--- src/rtl/imm_gen_stage_pkg.sv ---
// Shared defines for the immediate-generation stage: format codes, type bus
// and instruction bus types.
package imm_gen_stage_pkg;

  localparam int unsigned TYPE_W = 3;
  localparam int unsigned INST_W = 32;

  typedef logic [TYPE_W-1:0] type_bus_t;
  typedef logic [INST_W-1:0] reg_bus_t;

  localparam type_bus_t INST_R   = 3'd0;
  localparam type_bus_t INST_I   = 3'd1;
  localparam type_bus_t INST_S   = 3'd2;
  localparam type_bus_t INST_B   = 3'd3;
  localparam type_bus_t INST_U   = 3'd4;
  localparam type_bus_t INST_J   = 3'd5;
  localparam type_bus_t INST_CSR = 3'd6;

endpackage

--- src/rtl/imm_gen_stage_decode.sv ---
// imm_fmt_decode: combinational immediate extraction by format code.
// Optional macro IMM_GEN_ZICSR_EN enables the CSR (uimm) format.
module imm_fmt_decode
  import imm_gen_stage_pkg::*;
#(
  parameter int unsigned XLEN = 32
) (
  input  reg_bus_t          in_inst,
  input  type_bus_t         in_type,
  output logic [XLEN-1:0]   imm,
  output logic              err
);

  logic [31:0] imm32;
  logic        unused_opcode;

  assign unused_opcode = ^in_inst[6:0];

  // Build a 32-bit value already extended from the format's top bit; CSR uimm has bit 31 clear.
  always_comb begin
    imm32 = '0;
    err   = 1'b0;
    case (in_type)
      INST_R: imm32 = '0;
      INST_I: imm32 = {{20{in_inst[31]}}, in_inst[31:20]};
      INST_S: imm32 = {{20{in_inst[31]}}, in_inst[31:25], in_inst[11:7]};
      INST_B: imm32 = {{19{in_inst[31]}}, in_inst[31], in_inst[7], in_inst[30:25],
                       in_inst[11:8], 1'b0};
      INST_U: imm32 = {in_inst[31:12], 12'b0};
      INST_J: imm32 = {{11{in_inst[31]}}, in_inst[31], in_inst[19:12], in_inst[20],
                       in_inst[30:21], 1'b0};
`ifdef IMM_GEN_ZICSR_EN
      INST_CSR: imm32 = {27'b0, in_inst[19:15]};
`endif
      default: begin
        imm32 = '0;
        err   = 1'b1;
      end
    endcase
  end

  // Sign-extend bit 31 to the result width.
  assign imm = XLEN'($signed(imm32));

endmodule

--- src/rtl/imm_gen_stage.sv ---
// imm_gen_stage: decodes immediates at push time into a DEPTH-entry FIFO.
// Optional macro IMM_GEN_ZICSR_EN (see imm_fmt_decode) enables the CSR format.
module imm_gen_stage
  import imm_gen_stage_pkg::*;
#(
  parameter int unsigned XLEN  = 32,
  parameter int unsigned DEPTH = 2
) (
  input  logic            clk,
  input  logic            rst,
  input  logic            flush,
  input  logic            in_valid,
  output logic            in_ready,
  input  reg_bus_t        in_inst,
  input  type_bus_t       in_type,
  output logic            out_valid,
  input  logic            out_ready,
  output logic [XLEN-1:0] out_imm,
  output type_bus_t       out_type,
  output logic            out_err
);

  localparam int unsigned PTR_W = (DEPTH > 1) ? $clog2(DEPTH) : 1;
  localparam int unsigned CNT_W = $clog2(DEPTH + 1);

  logic [PTR_W-1:0] wr_ptr_q, wr_ptr_d;
  logic [PTR_W-1:0] rd_ptr_q, rd_ptr_d;
  logic [CNT_W-1:0] count_q, count_d;
  logic             push, pop;

  logic [XLEN-1:0]  dec_imm;
  logic             dec_err;

  logic [XLEN-1:0]  imm_mem_q  [DEPTH];
  type_bus_t        type_mem_q [DEPTH];
  logic             err_mem_q  [DEPTH];

  imm_fmt_decode #(.XLEN(XLEN)) u_decode (
    .in_inst (in_inst),
    .in_type (in_type),
    .imm     (dec_imm),
    .err     (dec_err)
  );

  function automatic logic [PTR_W-1:0] next_ptr(input logic [PTR_W-1:0] p);
    return (p == PTR_W'(DEPTH - 1)) ? '0 : p + PTR_W'(1);
  endfunction

  assign in_ready  = (count_q < CNT_W'(DEPTH));
  assign out_valid = (count_q != '0);
  assign push      = in_valid && in_ready;
  assign pop       = out_valid && out_ready;

  // Next-state for pointers and occupancy; flush beats push/pop.
  always_comb begin
    wr_ptr_d = wr_ptr_q;
    rd_ptr_d = rd_ptr_q;
    count_d  = count_q;
    if (flush) begin
      wr_ptr_d = '0;
      rd_ptr_d = '0;
      count_d  = '0;
    end else begin
      if (push) wr_ptr_d = next_ptr(wr_ptr_q);
      if (pop)  rd_ptr_d = next_ptr(rd_ptr_q);
      case ({push, pop})
        2'b10:   count_d = count_q + CNT_W'(1);
        2'b01:   count_d = count_q - CNT_W'(1);
        default: count_d = count_q;
      endcase
    end
  end

  // Pointer and occupancy registers with synchronous reset.
  always_ff @(posedge clk) begin
    if (rst) begin
      wr_ptr_q <= '0;
      rd_ptr_q <= '0;
      count_q  <= '0;
    end else begin
      wr_ptr_q <= wr_ptr_d;
      rd_ptr_q <= rd_ptr_d;
      count_q  <= count_d;
    end
  end

  // Entry storage; the decoded immediate is captured at push time.
  always_ff @(posedge clk) begin
    if (push) begin
      imm_mem_q[wr_ptr_q]  <= dec_imm;
      type_mem_q[wr_ptr_q] <= in_type;
      err_mem_q[wr_ptr_q]  <= dec_err;
    end
  end

  // Head entry, forced to zero while empty.
  assign out_imm  = out_valid ? imm_mem_q[rd_ptr_q]  : '0;
  assign out_type = out_valid ? type_mem_q[rd_ptr_q] : '0;
  assign out_err  = out_valid ? err_mem_q[rd_ptr_q]  : 1'b0;

endmodule

--- config.mk ---
export PLATFORM = sky130hd
export DESIGN_NAME = imm_gen_stage
export DESIGN_NICKNAME = d
export VERILOG_FILES = /design/src/rtl/imm_gen_stage_pkg.sv /design/src/rtl/imm_gen_stage_decode.sv /design/src/rtl/imm_gen_stage.sv
export SDC_FILE = /design/constraint.sdc
export NUM_CORES = 1
export LEC_CHECK = 0
export ABC_AREA = 1
export CAP_MARGIN = 0
export CORE_ASPECT_RATIO = 1.75
export CORE_MARGIN = 2
export CORE_UTILIZATION = 50
export DETAILED_ROUTE_END_ITERATION = 8
export PLACE_DENSITY = 0.87
export SLEW_MARGIN = 0
export SYNTH_ARGS = -nofsm -noshare
export SYNTH_HDL_FRONTEND = slang
export SYNTH_SLANG_ARGS = --single-unit
--- constraint.sdc ---
create_clock -name clk -period 6.5 [get_ports clk]
set_input_delay 1.95 -clock clk [delete_from_list [all_inputs] [get_ports clk]]
set_output_delay 1.95 -clock clk [all_outputs]
set_load 0.005 [all_outputs]
==> results of run 1 <==
-- sequential cells by signal, indices dropped and copies added (netlist names), named ones only --
name,count
count_q,2
err_mem_q,2
imm_mem_q,64
rd_ptr_q,1
type_mem_q,6
wr_ptr_q,1
-- per-stage QoR --
step           utilization, %  total power, mW  cells
2_1_floorplan               -            0.648    311
3_3_place_gp             62.8            0.703    450
3_5_place_dp             62.8            0.709    450
4_1_cts                  67.9             1.24    466
5_1_grt                  67.9             1.27    466
6_report                 67.9             1.23    466
-- layer usage --
layer  vias to the layer above  share of wire, %  track usage [%]
li1                       1195                 -                -
met1                      1171                36             22.5
met2                        97                55             36.7
met3                        12               5.5             4.44
met4                         0               2.7             11.4
met5                         -                 0                0
-- critical path: stages (launching register included) --
cell and delay [ns]:
dfxtp_1 0.29, buf_4 0.25, inv_2 0.53, nand2_1 0.15
a21oi_1 0.23, clkdlybuf4s50_1 0.54
-- final timing paths --
check                    endpoint  slack (ns)  cells past startpoint
hold / removal          flip-flop        0.53                      2
hold reg to reg         flip-flop        0.53                      2
setup reg to reg  imm_mem_q[0][6]        4.64                      3
setup / recovery      out_imm[21]        2.22                      5
-- power by group through the flow --
stage	sequential [mW]	clock, mW	combinational [mW]
3_5_place_dp	0.592	0	0.117
4_1_cts	0.582	0.536	0.117
3_3_place_gp	0.591	0	0.112
2_1_floorplan	0.590	0	0.0574
6_report	0.582	0.530	0.117
5_1_grt	0.584	0.555	0.128
-- cell type report --
| class | instances | area (um2) | area share, % |
|---|---|---|---|
| clock buffers | 9 | 225 | 5.15 |
| clock inverters | 7 | 98.8 | 2.26 |
| inverters | 25 | 93.8 | 2.15 |
| multi-input cells | 194 | 872 | 20.0 |
| flip-flops and latches | 77 | 2260 | 51.8 |
| well taps | 82 | 103 | 2.35 |
| repair buffers | 72 | 716 | 16.4 |
-- cell families (layout without fill, tap and decap cells) --
| logic type | after synthesis | after routing |
|---|---|---|
| AO/OA/AOI/OAI | 57 | 57 |
| adder cells (fa/ha/maj) | 1 | 1 |
| buffers and inverters | 40 | 113 |
| flip-flops | 77 | 77 |
| AND/OR/NAND/NOR | 136 | 136 |
-- synthesized netlist by cell type (all sizes together) --
| cell | count | area [um2] |
|---|---|---|
| dfxtp | 5 | 100 |
| ha | 1 | 12.5 |
| o21ai | 17 | 85.1 |
| edfxtp | 72 | 2160 |
| inv | 25 | 93.8 |
| a21oi | 39 | 195 |
| nor2 | 20 | 77.6 |
| nand2 | 96 | 365 |
| nand3 | 16 | 80.1 |
| o31ai | 1 | 7.51 |
| buf | 15 | 93.8 |
| nand4 | 4 | 31.3 |
==> flow_summary.yaml, run 1 <==
run_status:
  outcome: "completed"
logic_synthesis:
  syn_area_um2: 3300
  synth_fa_ha_area_share_pct: 0.379
  synthXorXnorAreaFrac_pct: 0
  ys_types: 19
  synth_seq_area_share_pct: 68.5
  synth-compound-area-share_pct: 8.71
  syn_inst: 311
  ys_ff_latch: 77
  ys.warnings.count: 0
  synth_mux_area_share_pct: 0
  synth-simple-area-share_pct: 16.8
  synth_top_family_by_area: "simple AND/OR/NAND/NOR gates"
  synth_nets: 352
  postSynthAreaPerCell_um2: 10.6
sta:
  min_period_ns: 4.28
  setup_tns_ns: 0
  fmax_mhz: 234
  hold_viol: 0
  rsz0062_at_grt: "false"
  setup_violations: 0
  slew_violations: 0
  period_share_pct: 65.9
  setup_slack_ns: 2.22
  worst_pin_slew_ns: 1.05
  slew_headroom_pct: 30.2
  finClkSkew_ns: 0.00541
  timing.hold.ws_ns: 0.534
detailed_routing:
  drt-initial-drc-count: 139
  post_drt_wl_per_cell_um: 15.5
  via_per_inst: 5.31
  first_pass_iters: 5
  drc: 0
  antenna_left: 0
  detail_route.wirelength_um: 7210
  vias: 2475
global_routing:
  overflow: 0
  grt_pass1_wl_um: 11100
  grt_antenna_before_repair: 0
  grt_max_degree: 39
  grt_pass1_vias: 2387
  groute.usage.overall_pct: 20.8
clock_tree:
  hold_buffers: 0
  post_cts_buffers: 0
  post_cts_resize_count: 0
  insertion_delay_ns: 0.33
  clk_pin_slew_worst_paths_ns: 0.06
  numCtsBuffers: 9
  cts_sinks: 77
  cts_tree: "done"
  cts_root_buf: "clkbuf_16"
  cts.htree.levels: 3
  clockBufferDepth: 2
layout:
  final_nets: 420
  antennaDiodeCount: 0
  drive_gt1_share_pct: 7.03
  final_common_cell: "nand2_1"
  nFillCells: 505
  fin_area_um2: 4370
  mostFrequentLayoutCells: "nand2_1 (94), edfxtp_1 (72), clkdlybuf4s50_1 (70), a21oi_1 (39), inv_1 (23)"
  area_growth_pct: 32.3
worst_setup_path:
  cp.arrival_ns: 2.33
  crit_path_end_kind: "output port"
  cp-start-kind: "flip-flop"
  critical_path_class: "flip-flop to output port"
  worstReg2RegStart: "count_q[1]"
  required_ns: 4.55
  crit_fanout: 37
place:
  hpwl_um: 4690
  pre_cts_ws_ns: 2.59
  io_buffer_count: 70
  gp_congestion: 0.869
  dpl_cell_area_um2: 4050
floorplan:
  core_area_um2: 6440
  initial_core_util_pct: 51.3
  rows: 39
  io_pins: 78
  die-area_um2: 7300
  die_h_um: 112
  die_w_um: 65.5
pwr:
  pwr-share-clk_pct: 43.1
  p_switching_uw: 264
  p_leak_nw: 1.63
  pwr-share-comb_pct: 9.5
  seq_power_share_pct: 47.4
  vdd_drop_max_uv: 194
  p_int_uw: 965
  sw_frac_of_total_pct: 21.5
  power_density_nw_per_um2: 281
job:
  drv_cap: 0
worst_hold_path:
  hold_path.startpoint: "rd_ptr_q"
  holdCritPathClass: "flip-flop to flip-flop"
Power figures use the tool's default switching activity.
==> inputs of run 2 (changes only) <==
Settings changed: CORE_UTILIZATION 50 to 45, PLACE_DENSITY 0.87 to 0.83.
Clock period 6.5 ns to 3.7 ns, I/O delays scaled along.
==> flow_summary.yaml, run 2 (synthesis gave the netlist of run 1 again) <==
global_routing:
  overflow: 0
  grt_pass1_vias: 2372
  grt_pass1_wl_um: 11100
  grt_max_degree: 39
  grt_antenna_before_repair: 0
  groute.usage.overall_pct: 18.7
detailed_routing:
  drc: 0
  first_pass_iters: 4
  via_per_inst: 5.15
  antenna_left: 0
  detail_route.wirelength_um: 7020
  drt-initial-drc-count: 197
  vias: 2436
  post_drt_wl_per_cell_um: 14.8
pwr:
  finalPower_mw: 2.11
  pwr-share-comb_pct: 9.8
  sw_frac_of_total_pct: 22.4
  p_switching_uw: 472
  vdd_drop_max_uv: 304
  seq_power_share_pct: 48.4
  p_int_mw: 1.64
  p_leak_nw: 1.64
  pwr-share-clk_pct: 41.8
  power_density_nw_per_um2: 481
layout:
  drive_gt1_share_pct: 7.75
  nFillCells: 569
  antennaDiodeCount: 0
  top_register: "imm_mem_q"
  largest_reg_flops: 64
  area_growth_pct: 32.6
  mostFrequentLayoutCells: "nand2_1 (94), edfxtp_1 (72), clkdlybuf4s50_1 (70), a21oi_1 (39), inv_1 (23)"
  reg_top3: "imm_mem_q (64), type_mem_q (6)"
  final_nets: 423
  final_common_cell: "nand2_1"
sta:
  setup_tns_ns: 0
  slew_headroom_pct: 58.0
  min_period_ns: 3.16
  finClkSkew_ns: 0.0111
  setup_violations: 0
  timing.hold.ws_ns: 0.511
  fmax_mhz: 317
  worst_pin_slew_ns: 0.629
  rsz0062_at_grt: "false"
  hold_viol: 0
  slew_violations: 0
  period_share_pct: 85.4
place:
  gp_congestion: 0.812
  hpwl_um: 4550
  io_buffer_count: 70
worst_setup_path:
  cp_top_family: "buffers and inverters"
  cp.arrival_ns: 2.05
  cp_cell_sequence: "inv_2 -> nand2_1 -> a21oi_1 -> clkdlybuf4s50_1"
  slowest_delay_ns: 0.55
  rr_worst_depth: 9
  critical_path_class: "flip-flop to output port"
  required_ns: 2.59
  cp_slowest_cell: "clkdlybuf4s50_1"
  crit_path_end_kind: "output port"
  crit_fanout: 36
  worstSetupPathDepth: 4
  path_buf_inv: 2
  cp-start-kind: "flip-flop"
clock_tree:
  cts_tree: "done"
  post_cts_buffers: 0
  insertion_delay_ns: 0.33
  hold_buffers: 0
  cts_root_buf: "clkbuf_16"
  clk_pin_slew_worst_paths_ns: 0.07
  cts_sinks: 77
  post_cts_resize_count: 0
  numCtsBuffers: 9
  clockBufferDepth: 2
  cts.htree.levels: 3
worst_hold_path:
  holdCritPathClass: "flip-flop to flip-flop"
  whs_path_depth: 2
floorplan:
  io_pins: 78
  initial_core_util_pct: 46.0
  die-area_um2: 8070
  die_w_um: 68.8
  die_h_um: 117
  rows: 41
  core_area_um2: 7180
run_status:
  outcome: "completed"
job:
  drv_cap: 0
run 2: changes by cell type in the layout (fill, tap and decap cells not counted):
| cell | change |
|---|---|
| buf_4 | +3 |
| bufinv_16 | -1 |
| clkinv_2 | -1 |
| clkinv_4 | +1 |
| inv_8 | +1 |
run 2: metrics by stage:
step                cell area, um2  cells  utilization, %  setup WS [ns]
floorplan                     3300    311               -          0.530
global placement              4070    457            56.7          0.916
detailed placement            4070    457            56.7          0.882
CTS                           4380    473            61.0          0.515
global route                  4380    473            61.0          0.404
finish                        4380    473            61.0          0.541
run 2: path summary, 6_finish.rpt:
check | startpoint | endpoint | slack (ns)
setup / recovery | flip-flop | out_imm[0] | 0.54
hold / removal | rd_ptr_q | flip-flop | 0.51
setup reg to reg | count_q[1] | count_q[1] | 1.99
hold reg to reg | rd_ptr_q | flip-flop | 0.51
run 2: final cells by class:
class                   instances  area, um2  share of cell area (%)
multi-input cells             194        872                    19.9
inverters                      25       93.8                    2.14
clock inverters                 7       83.8                    1.91
well taps                      86        108                    2.46
clock buffers                   9        225                    5.14
repair buffers                 75        738                    16.8
flip-flops and latches         77       2260                    51.6
run 2: worst reg2reg max path, stage by stage, from the launching register on:
cell and delay (ns):
dfxtp_1 0.34, nor2_2 0.10, buf_4 0.37, nor2_1 0.15
ha_1 0.33, inv_1 0.08, nand2_1 0.05, nor2_1 0.08
nor2_1 0.04, nor2_1 0.10
run 2: metal layers:
layer / wire length, um / track usage, %
met1: 2650 / 22.5
met2: 3900 / 31.7
met3: 321 / 2.88
met4: 153 / 8.46
met5: 0 / 0
run 2: power groups by stage:
stage | registers, mW | clock network, mW | logic, mW
2_1_floorplan | 1.04 | 0 | 0.101
3_3_place_gp | 1.04 | 0 | 0.200
3_5_place_dp | 1.04 | 0 | 0.207
4_1_cts | 1.02 | 0.892 | 0.209
5_1_grt | 1.02 | 0.931 | 0.229
6_report | 1.02 | 0.881 | 0.206
